<file path="config.mk">
export PLATFORM = sky130hd
export DESIGN_NAME = swu_mmv_packer
export DESIGN_NICKNAME = d
export VERILOG_FILES = /design/src/rtl/swu_pkg.sv /design/src/rtl/swu_frame_counter.sv /design/src/rtl/swu_mmv_packer.sv
export SDC_FILE = /design/constraint.sdc
export NUM_CORES = 1
export LEC_CHECK = 0
export ABC_CLOCK_PERIOD_IN_PS = 2900
export CAP_MARGIN = 20
export CORE_UTILIZATION = 52
export CTS_BUF_LIST = sky130_fd_sc_hd__clkbuf_4 sky130_fd_sc_hd__clkbuf_8
export DETAILED_ROUTE_END_ITERATION = 7
export PLACE_DENSITY = 0.84
export SYNTH_ARGS = -nofsm -noshare
export SYNTH_HDL_FRONTEND = slang
export SYNTH_SLANG_ARGS = --single-unit
</file>
<file path="constraint.sdc">
create_clock -name aclk -period 2.9 [get_ports aclk]
set_input_delay 0.435 -clock aclk [delete_from_list [all_inputs] [get_ports aclk]]
set_output_delay 0.435 -clock aclk [all_outputs]
set_load 0.02 [all_outputs]
</file>
<file path="src/rtl/swu_pkg.sv">
// Shared helpers for the sliding window unit: data widths, frame sizing and
// counter widths derived from the SWU parameter set.
// No ports; imported by swu_mmv_packer and swu_frame_counter.
package swu_pkg;

  // Round-up integer division.
  function automatic int unsigned ceil_div(input int unsigned a, input int unsigned b);
    return (a + b - 1) / b;
  endfunction

  // Bits in one input word (W).
  function automatic int unsigned calc_w(input int unsigned simd, input int unsigned prec);
    return simd * prec;
  endfunction

  // Bits in one packed output beat (WIDTHA = MMV_IN*W).
  function automatic int unsigned calc_widtha(input int unsigned mmv_in, input int unsigned simd,
                                              input int unsigned prec);
    return mmv_in * calc_w(simd, prec);
  endfunction

  // Input words in one IFM frame.
  function automatic int unsigned calc_nwords(input int unsigned ifm_w, input int unsigned ifm_h,
                                              input int unsigned ifm_ch, input int unsigned simd);
    return ifm_w * ifm_h * (ifm_ch / simd);
  endfunction

  // Packed beats in one IFM frame (last one may be zero-filled).
  function automatic int unsigned calc_nbeats(input int unsigned nwords, input int unsigned mmv_in);
    return ceil_div(nwords, mmv_in);
  endfunction

  // Counter width able to hold 0..n, never narrower than 1 bit.
  function automatic int unsigned cnt_width(input int unsigned n);
    int unsigned w;
    w = $clog2(n + 1);
    return (w < 1) ? 1 : w;
  endfunction

endpackage

</file>
<file path="src/rtl/swu_frame_counter.sv">
// Wrapping counter 0..MAX with a terminal-count flag.
// Ports: clk, rst_n (synchronous active-low), en_i (advance), clr_i (force the
// next advance to wrap to 0), cnt_o (registered count), tc_c (count == MAX).
module swu_frame_counter
  import swu_pkg::*;
#(
  parameter int unsigned MAX   = 1,
  parameter int unsigned WIDTH = 1
) (
  input  logic             clk,
  input  logic             rst_n,
  input  logic             en_i,
  input  logic             clr_i,
  output logic [WIDTH-1:0] cnt_o,
  output logic             tc_c
);

  logic [WIDTH-1:0] cnt_q, cnt_d;

  assign tc_c  = (cnt_q == WIDTH'(MAX));
  assign cnt_o = cnt_q;

  // Advance, wrapping at MAX or on an external clear.
  always_comb begin
    cnt_d = cnt_q;
    if (en_i) begin
      cnt_d = (tc_c || clr_i) ? '0 : cnt_q + WIDTH'(1);
    end
  end

  always_ff @(posedge clk) begin
    if (!rst_n) cnt_q <= '0;
    else        cnt_q <= cnt_d;
  end

endmodule

</file>
<file path="src/rtl/swu_mmv_packer.sv">
// Packs MMV_IN consecutive SIMD*PRECISION IFM words into one SWU input beat,
// LSB-first, zero-filling a short final beat and flagging the frame's last
// beat with tlast.
// Ports: aclk, aresetn (synchronous active-low); s_axis_* single-word input
// stream; m_axis_* packed beat stream to the SWU; frame_done pulses one cycle
// after the tlast beat handshakes.
module swu_mmv_packer
  import swu_pkg::*;
#(
  parameter int unsigned SIMD        = 1,
  parameter int unsigned PRECISION   = 8,
  parameter int unsigned IFMChannels = 2,
  parameter int unsigned IFMWidth    = 8,
  parameter int unsigned IFMHeight   = 8,
  parameter int unsigned MMV_IN      = 2
) (
  input  logic                                aclk,
  input  logic                                aresetn,
  input  logic [SIMD*PRECISION-1:0]           s_axis_tdata,
  input  logic                                s_axis_tvalid,
  output logic                                s_axis_tready,
  output logic [MMV_IN*SIMD*PRECISION-1:0]    m_axis_tdata,
  output logic                                m_axis_tvalid,
  input  logic                                m_axis_tready,
  output logic                                m_axis_tlast,
  output logic                                frame_done
);

  localparam int unsigned W      = calc_w(SIMD, PRECISION);
  localparam int unsigned WIDTHA = calc_widtha(MMV_IN, SIMD, PRECISION);
  localparam int unsigned NWORDS = calc_nwords(IFMWidth, IFMHeight, IFMChannels, SIMD);
  localparam int unsigned WCW    = cnt_width(NWORDS);
  localparam int unsigned SCW    = cnt_width(MMV_IN);

  logic              s_hs, m_hs, beat_done;
  logic              word_tc_c, slot_tc_c;
  logic [WCW-1:0]    word_cnt_unused;
  logic [SCW-1:0]    slot_cnt;

  logic [WIDTHA-1:0] data_q, data_d;
  logic              valid_q, valid_d;
  logic              last_q, last_d;
  logic              frame_done_q, frame_done_d;

  // Input is accepted whenever the output register is empty or draining.
  assign s_axis_tready = !valid_q | m_axis_tready;
  assign s_hs          = s_axis_tvalid & s_axis_tready;
  assign m_hs          = valid_q & m_axis_tready;
  assign beat_done     = s_hs & (slot_tc_c | word_tc_c);

  // Position of the current word within the frame; only its wrap matters here.
  swu_frame_counter #(.MAX(NWORDS - 1), .WIDTH(WCW)) u_word_cnt (
    .clk   (aclk),
    .rst_n (aresetn),
    .en_i  (s_hs),
    .clr_i (1'b0),
    .cnt_o (word_cnt_unused),
    .tc_c  (word_tc_c)
  );

  // Slot within the beat; forced back to 0 at the frame wrap so frames never share a beat.
  swu_frame_counter #(.MAX(MMV_IN - 1), .WIDTH(SCW)) u_slot_cnt (
    .clk   (aclk),
    .rst_n (aresetn),
    .en_i  (s_hs),
    .clr_i (word_tc_c),
    .cnt_o (slot_cnt),
    .tc_c  (slot_tc_c)
  );

  // Beat assembly and output register update.
  always_comb begin
    data_d       = data_q;
    valid_d      = valid_q;
    last_d       = last_q;
    frame_done_d = m_hs & last_q;
    if (m_hs) begin
      valid_d = 1'b0;
      last_d  = 1'b0;
    end
    if (s_hs) begin
      // First word of a beat clears stale slots so a short beat is zero-filled.
      if (slot_cnt == '0) data_d = '0;
      for (int unsigned i = 0; i < MMV_IN; i++) begin
        if (slot_cnt == SCW'(i)) data_d[i*W +: W] = s_axis_tdata;
      end
      if (beat_done) begin
        valid_d = 1'b1;
        last_d  = word_tc_c;
      end
    end
  end

  always_ff @(posedge aclk) begin
    if (!aresetn) begin
      data_q       <= '0;
      valid_q      <= 1'b0;
      last_q       <= 1'b0;
      frame_done_q <= 1'b0;
    end else begin
      data_q       <= data_d;
      valid_q      <= valid_d;
      last_q       <= last_d;
      frame_done_q <= frame_done_d;
    end
  end

  assign m_axis_tdata  = data_q;
  assign m_axis_tvalid = valid_q;
  assign m_axis_tlast  = last_q;
  assign frame_done    = frame_done_q;

endmodule

</file>
==> run summary <==
The flow ran to the end, and the final reports show no timing, DRC or antenna violations. The total of max-cap violations is 0. The count of nets left with antenna violations once routing finished came out at 0. For the final database, setup skew stands at 0.00920 ns. The path class of the tightest hold or removal check is reg2reg.

After clock tree synthesis, the clock-pin slew on the worst setup and hold paths is 0.08 ns. After clock tree synthesis, the setup repair step added 0 buffers. The final cycle utilization of the critical path was 0.762; the cell area after technology mapping was 1160 sq um.

The run gives 169 as the number of nets at the end of the flow. The hold violation total from the final report was 0. Die outline area: 2430 sq um. Post-CTS repair changed the size of 0 cells.

The total placed cells including tap cells came out at 174. The highest attainable clock frequency is 452 MHz. The layout cell share with drive strength beyond 1 was 0.103; the effective utilization at floorplan was 0.570.

The run gives 0.000486 V as the worst voltage drop across the vdd grid. In this run the deepest clock path goes through 2 buffers. Dividing total power by cell area gives a power density of 532 nW/um^2. At the end of routability-driven placement, the weighted congestion stood at 0.737. The tools report the total track usage as 0.214. The first TritonRoute pass finished after 4 iterations. Averaged over all synthesized cells, the footprint is 9.79 sq um. The number of hold buffers added after cts was 0; the total clock buffers created by CTS was 5. The number of antenna diodes in the final layout is 0. Entering global routing, the biggest net connects 11 pins.

The met1 track utilization from global routing is 0.244, and the first-pass GRT wire length is 4010 um. The transition time of the tightest slew-check pin is 0.348 ns. Counting every net in the synthesized netlist gives 134. For the sequential area share after synthesis, the log shows 0.498. The clock drives 29 sinks. In this run the most used layer during global routing was met2.

The worst slew slack as a fraction of its limit came out at 0.768. After detailed routing, the total wire length is 2340 um. The I/O pin total was 32; the post-placement worst setup slack was 0.694 ns. From synthesis to final layout, the design area changed by 33.5%. The count of distinct cell types in the synthesized netlist came out at 31. For the synthesized netlist cell count, the log shows 119.

The via count of the first global-routing pass was 962. The aggregate negative setup slack was 0 ns. Using the TritonRoute via totals, the vias-per-cell ratio works out to 5.33. The required time of the critical path was 2.47 ns. For this run, design rule violations remaining after detail routing come to 0.

The count of final max-slew check failures came out at 0. The worst slack on hold paths was 0.459 ns; the H-tree depth was 2. Data arrives at the worst endpoint at 1.78 ns. Clock latency on the worst-skew pair: 0.32 ns. The final worst-path setup slack was 0.689 ns; the number of rows in the core area was 16.

The routing usage on met2 came out at 0.363. The tools report the number of antenna violations at the first check in global routing as 0. For the met3 demand-to-capacity share in global routing, the log shows 0.0810. The post-layout minimum cycle time is 2.21 ns, and the critical-path maximum fanout is 9. After the first detailed-routing iteration, the DRC count stood at 16.

TritonCTS built the clock tree. The Yosys step of the flow raised 0 warnings. Detailed routing inserted a total of 970 vias. The count of cells in the finished layout, fillers not included, comes to 182.

Counting flops and latches in the post-synthesis netlist gives 29. Setup repair after global routing left no endpoint under its margin. The critical path capture point type was an output port. The setup violation total in the final timing report was 0. The sum of internal, switching and leakage power was 827 uW; the floorplan die width was 49.3 um. The type of the setup path with the least slack was in2out. The standby leakage power was 0.617 nW; the total grt overflow was 0. The detail-routed net length per standard cell was 12.8 um.

STA classifies the critical path startpoint as an input pin. The count of buffers from port buffering was 31. After legalization and detailed placement, the total HPWL measured 1800 um.

The area of the placeable core is 2040 sq um, and the overall die height is 49.3 um. The library cell used as clock root buffer is sky130_fd_sc_hd__clkbuf_4.
==> layout by cell type (no fill, tap or decap), drive strengths merged, types with 2 or more instances in the layout <==
master	instances
a21oi	5
a22o	8
and3	3
clkbuf	7
clkdlybuf4s50	31
clkinv	2
dfxtp	29
ha	3
inv	3
mux2i	8
nand2	14
nand3	5
nand4	2
nor2	17
nor4	2
xnor2	3
xor2	3
==> logic make-up after synthesis <==
kind of cell,after synthesis,share of synthesized area
and+or+nand+nor,49,0.213
DFF,29,0.498
AOI/OAI and AO/OA,16,0.103
buffers and inverters,8,0.0397
muxes,8,0.0687
xor gates and xnor gates,6,0.0451
adders and majority gates,3,0.0322
==> stage by stage <==
step / utilization / area (sq um)
floorplan: - / 1160
global placement: 0.727 / 1490
detailed placement: 0.727 / 1490
CTS: 0.762 / 1560
global route: 0.762 / 1560
finish: 0.762 / 1560
==> final timing paths <==
path / startpoint / end / slack, ns / cells past startpoint
worst min-delay path: u_slot_cnt.cnt_o[1]$_SDFFE_PN0P_ / u_slot_cnt.cnt_o[1]$_SDFFE_PN0P_ / 0.46 / 2
worst min register to register: u_slot_cnt.cnt_o[1]$_SDFFE_PN0P_ / u_slot_cnt.cnt_o[1]$_SDFFE_PN0P_ / 0.46 / 2
worst max register to register: u_slot_cnt.cnt_o[1]$_SDFFE_PN0P_ / m_axis_tdata[8]$_SDFFE_PN0P_ / 1.38 / 5
worst max-delay path: m_axis_tready / s_axis_tready / 0.69 / 4
==> synthesized netlist by cell type <==
cell type / n / share of area
sky130_fd_sc_hd__nand4_1: 2 / 0.011
sky130_fd_sc_hd__clkbuf_1: 1 / 0.0032
sky130_fd_sc_hd__o21bai_1: 1 / 0.0064
sky130_fd_sc_hd__o211ai_1: 1 / 0.0064
sky130_fd_sc_hd__and3_1: 2 / 0.011
sky130_fd_sc_hd__inv_1: 2 / 0.0064
sky130_fd_sc_hd__xnor2_1: 3 / 0.023
sky130_fd_sc_hd__a22o_1: 8 / 0.060
sky130_fd_sc_hd__nor2b_4: 1 / 0.012
sky130_fd_sc_hd__a21oi_1: 4 / 0.017
sky130_fd_sc_hd__xor2_1: 3 / 0.023
sky130_fd_sc_hd__and2_4: 1 / 0.0075
sky130_fd_sc_hd__a21oi_2: 1 / 0.0075
sky130_fd_sc_hd__nor2_1: 17 / 0.055
sky130_fd_sc_hd__a31oi_1: 1 / 0.0054
sky130_fd_sc_hd__dfxtp_1: 29 / 0.50
sky130_fd_sc_hd__ha_1: 3 / 0.032
sky130_fd_sc_hd__mux2i_1: 8 / 0.069
sky130_fd_sc_hd__inv_2: 1 / 0.0032
sky130_fd_sc_hd__buf_2: 1 / 0.0043
sky130_fd_sc_hd__nor4_1: 2 / 0.011
sky130_fd_sc_hd__nor3_1: 1 / 0.0043
sky130_fd_sc_hd__buf_6: 2 / 0.019
sky130_fd_sc_hd__or2_2: 1 / 0.0054
sky130_fd_sc_hd__and3_4: 1 / 0.0097
sky130_fd_sc_hd__nand3_1: 4 / 0.017
sky130_fd_sc_hd__nand2_1: 14 / 0.045
sky130_fd_sc_hd__nand4b_1: 1 / 0.0075
sky130_fd_sc_hd__nand3_2: 1 / 0.0086
sky130_fd_sc_hd__clkinv_1: 1 / 0.0032
sky130_fd_sc_hd__and4b_1: 1 / 0.0086
==> layout make-up <==
cell class                 instances  area, sq um
clock buffer                       7         65.1
clock inverter                     1         5.00
fill                             151          487
inverter                           4         15.0
multi-input combinational         82          538
sequential                        29          581
tap                               27         33.8
timing repair buffer              32          318
==> sequential cells by signal (all words and copies together) (netlist names) <==
name              flops
frame_done            1
m_axis_tdata         16
m_axis_tlast          1
m_axis_tvalid         1
u_slot_cnt.cnt_o      2
u_word_cnt.cnt_o      8
==> critical path, stage by stage <==
cell and delay (ns):
sky130_fd_sc_hd__clkdlybuf4s50_1 0.52, sky130_fd_sc_hd__nor2b_4 0.06, sky130_fd_sc_hd__inv_2 0.13, sky130_fd_sc_hd__clkdlybuf4s50_1 0.63
==> report_power, final <==
group          internal (mW)  switching, mW
Sequential             0.416         0.0120
Clock                  0.140          0.132
Combinational         0.0634         0.0628
Total                  0.620          0.207
==> metal layers <==
layer	wire, um	vias up
li1	-	483
met1	1030	462
met2	1180	23
met3	111	2
met4	8	0
met5	0	-
Note: power is estimated with default switching activity, not from simulation.
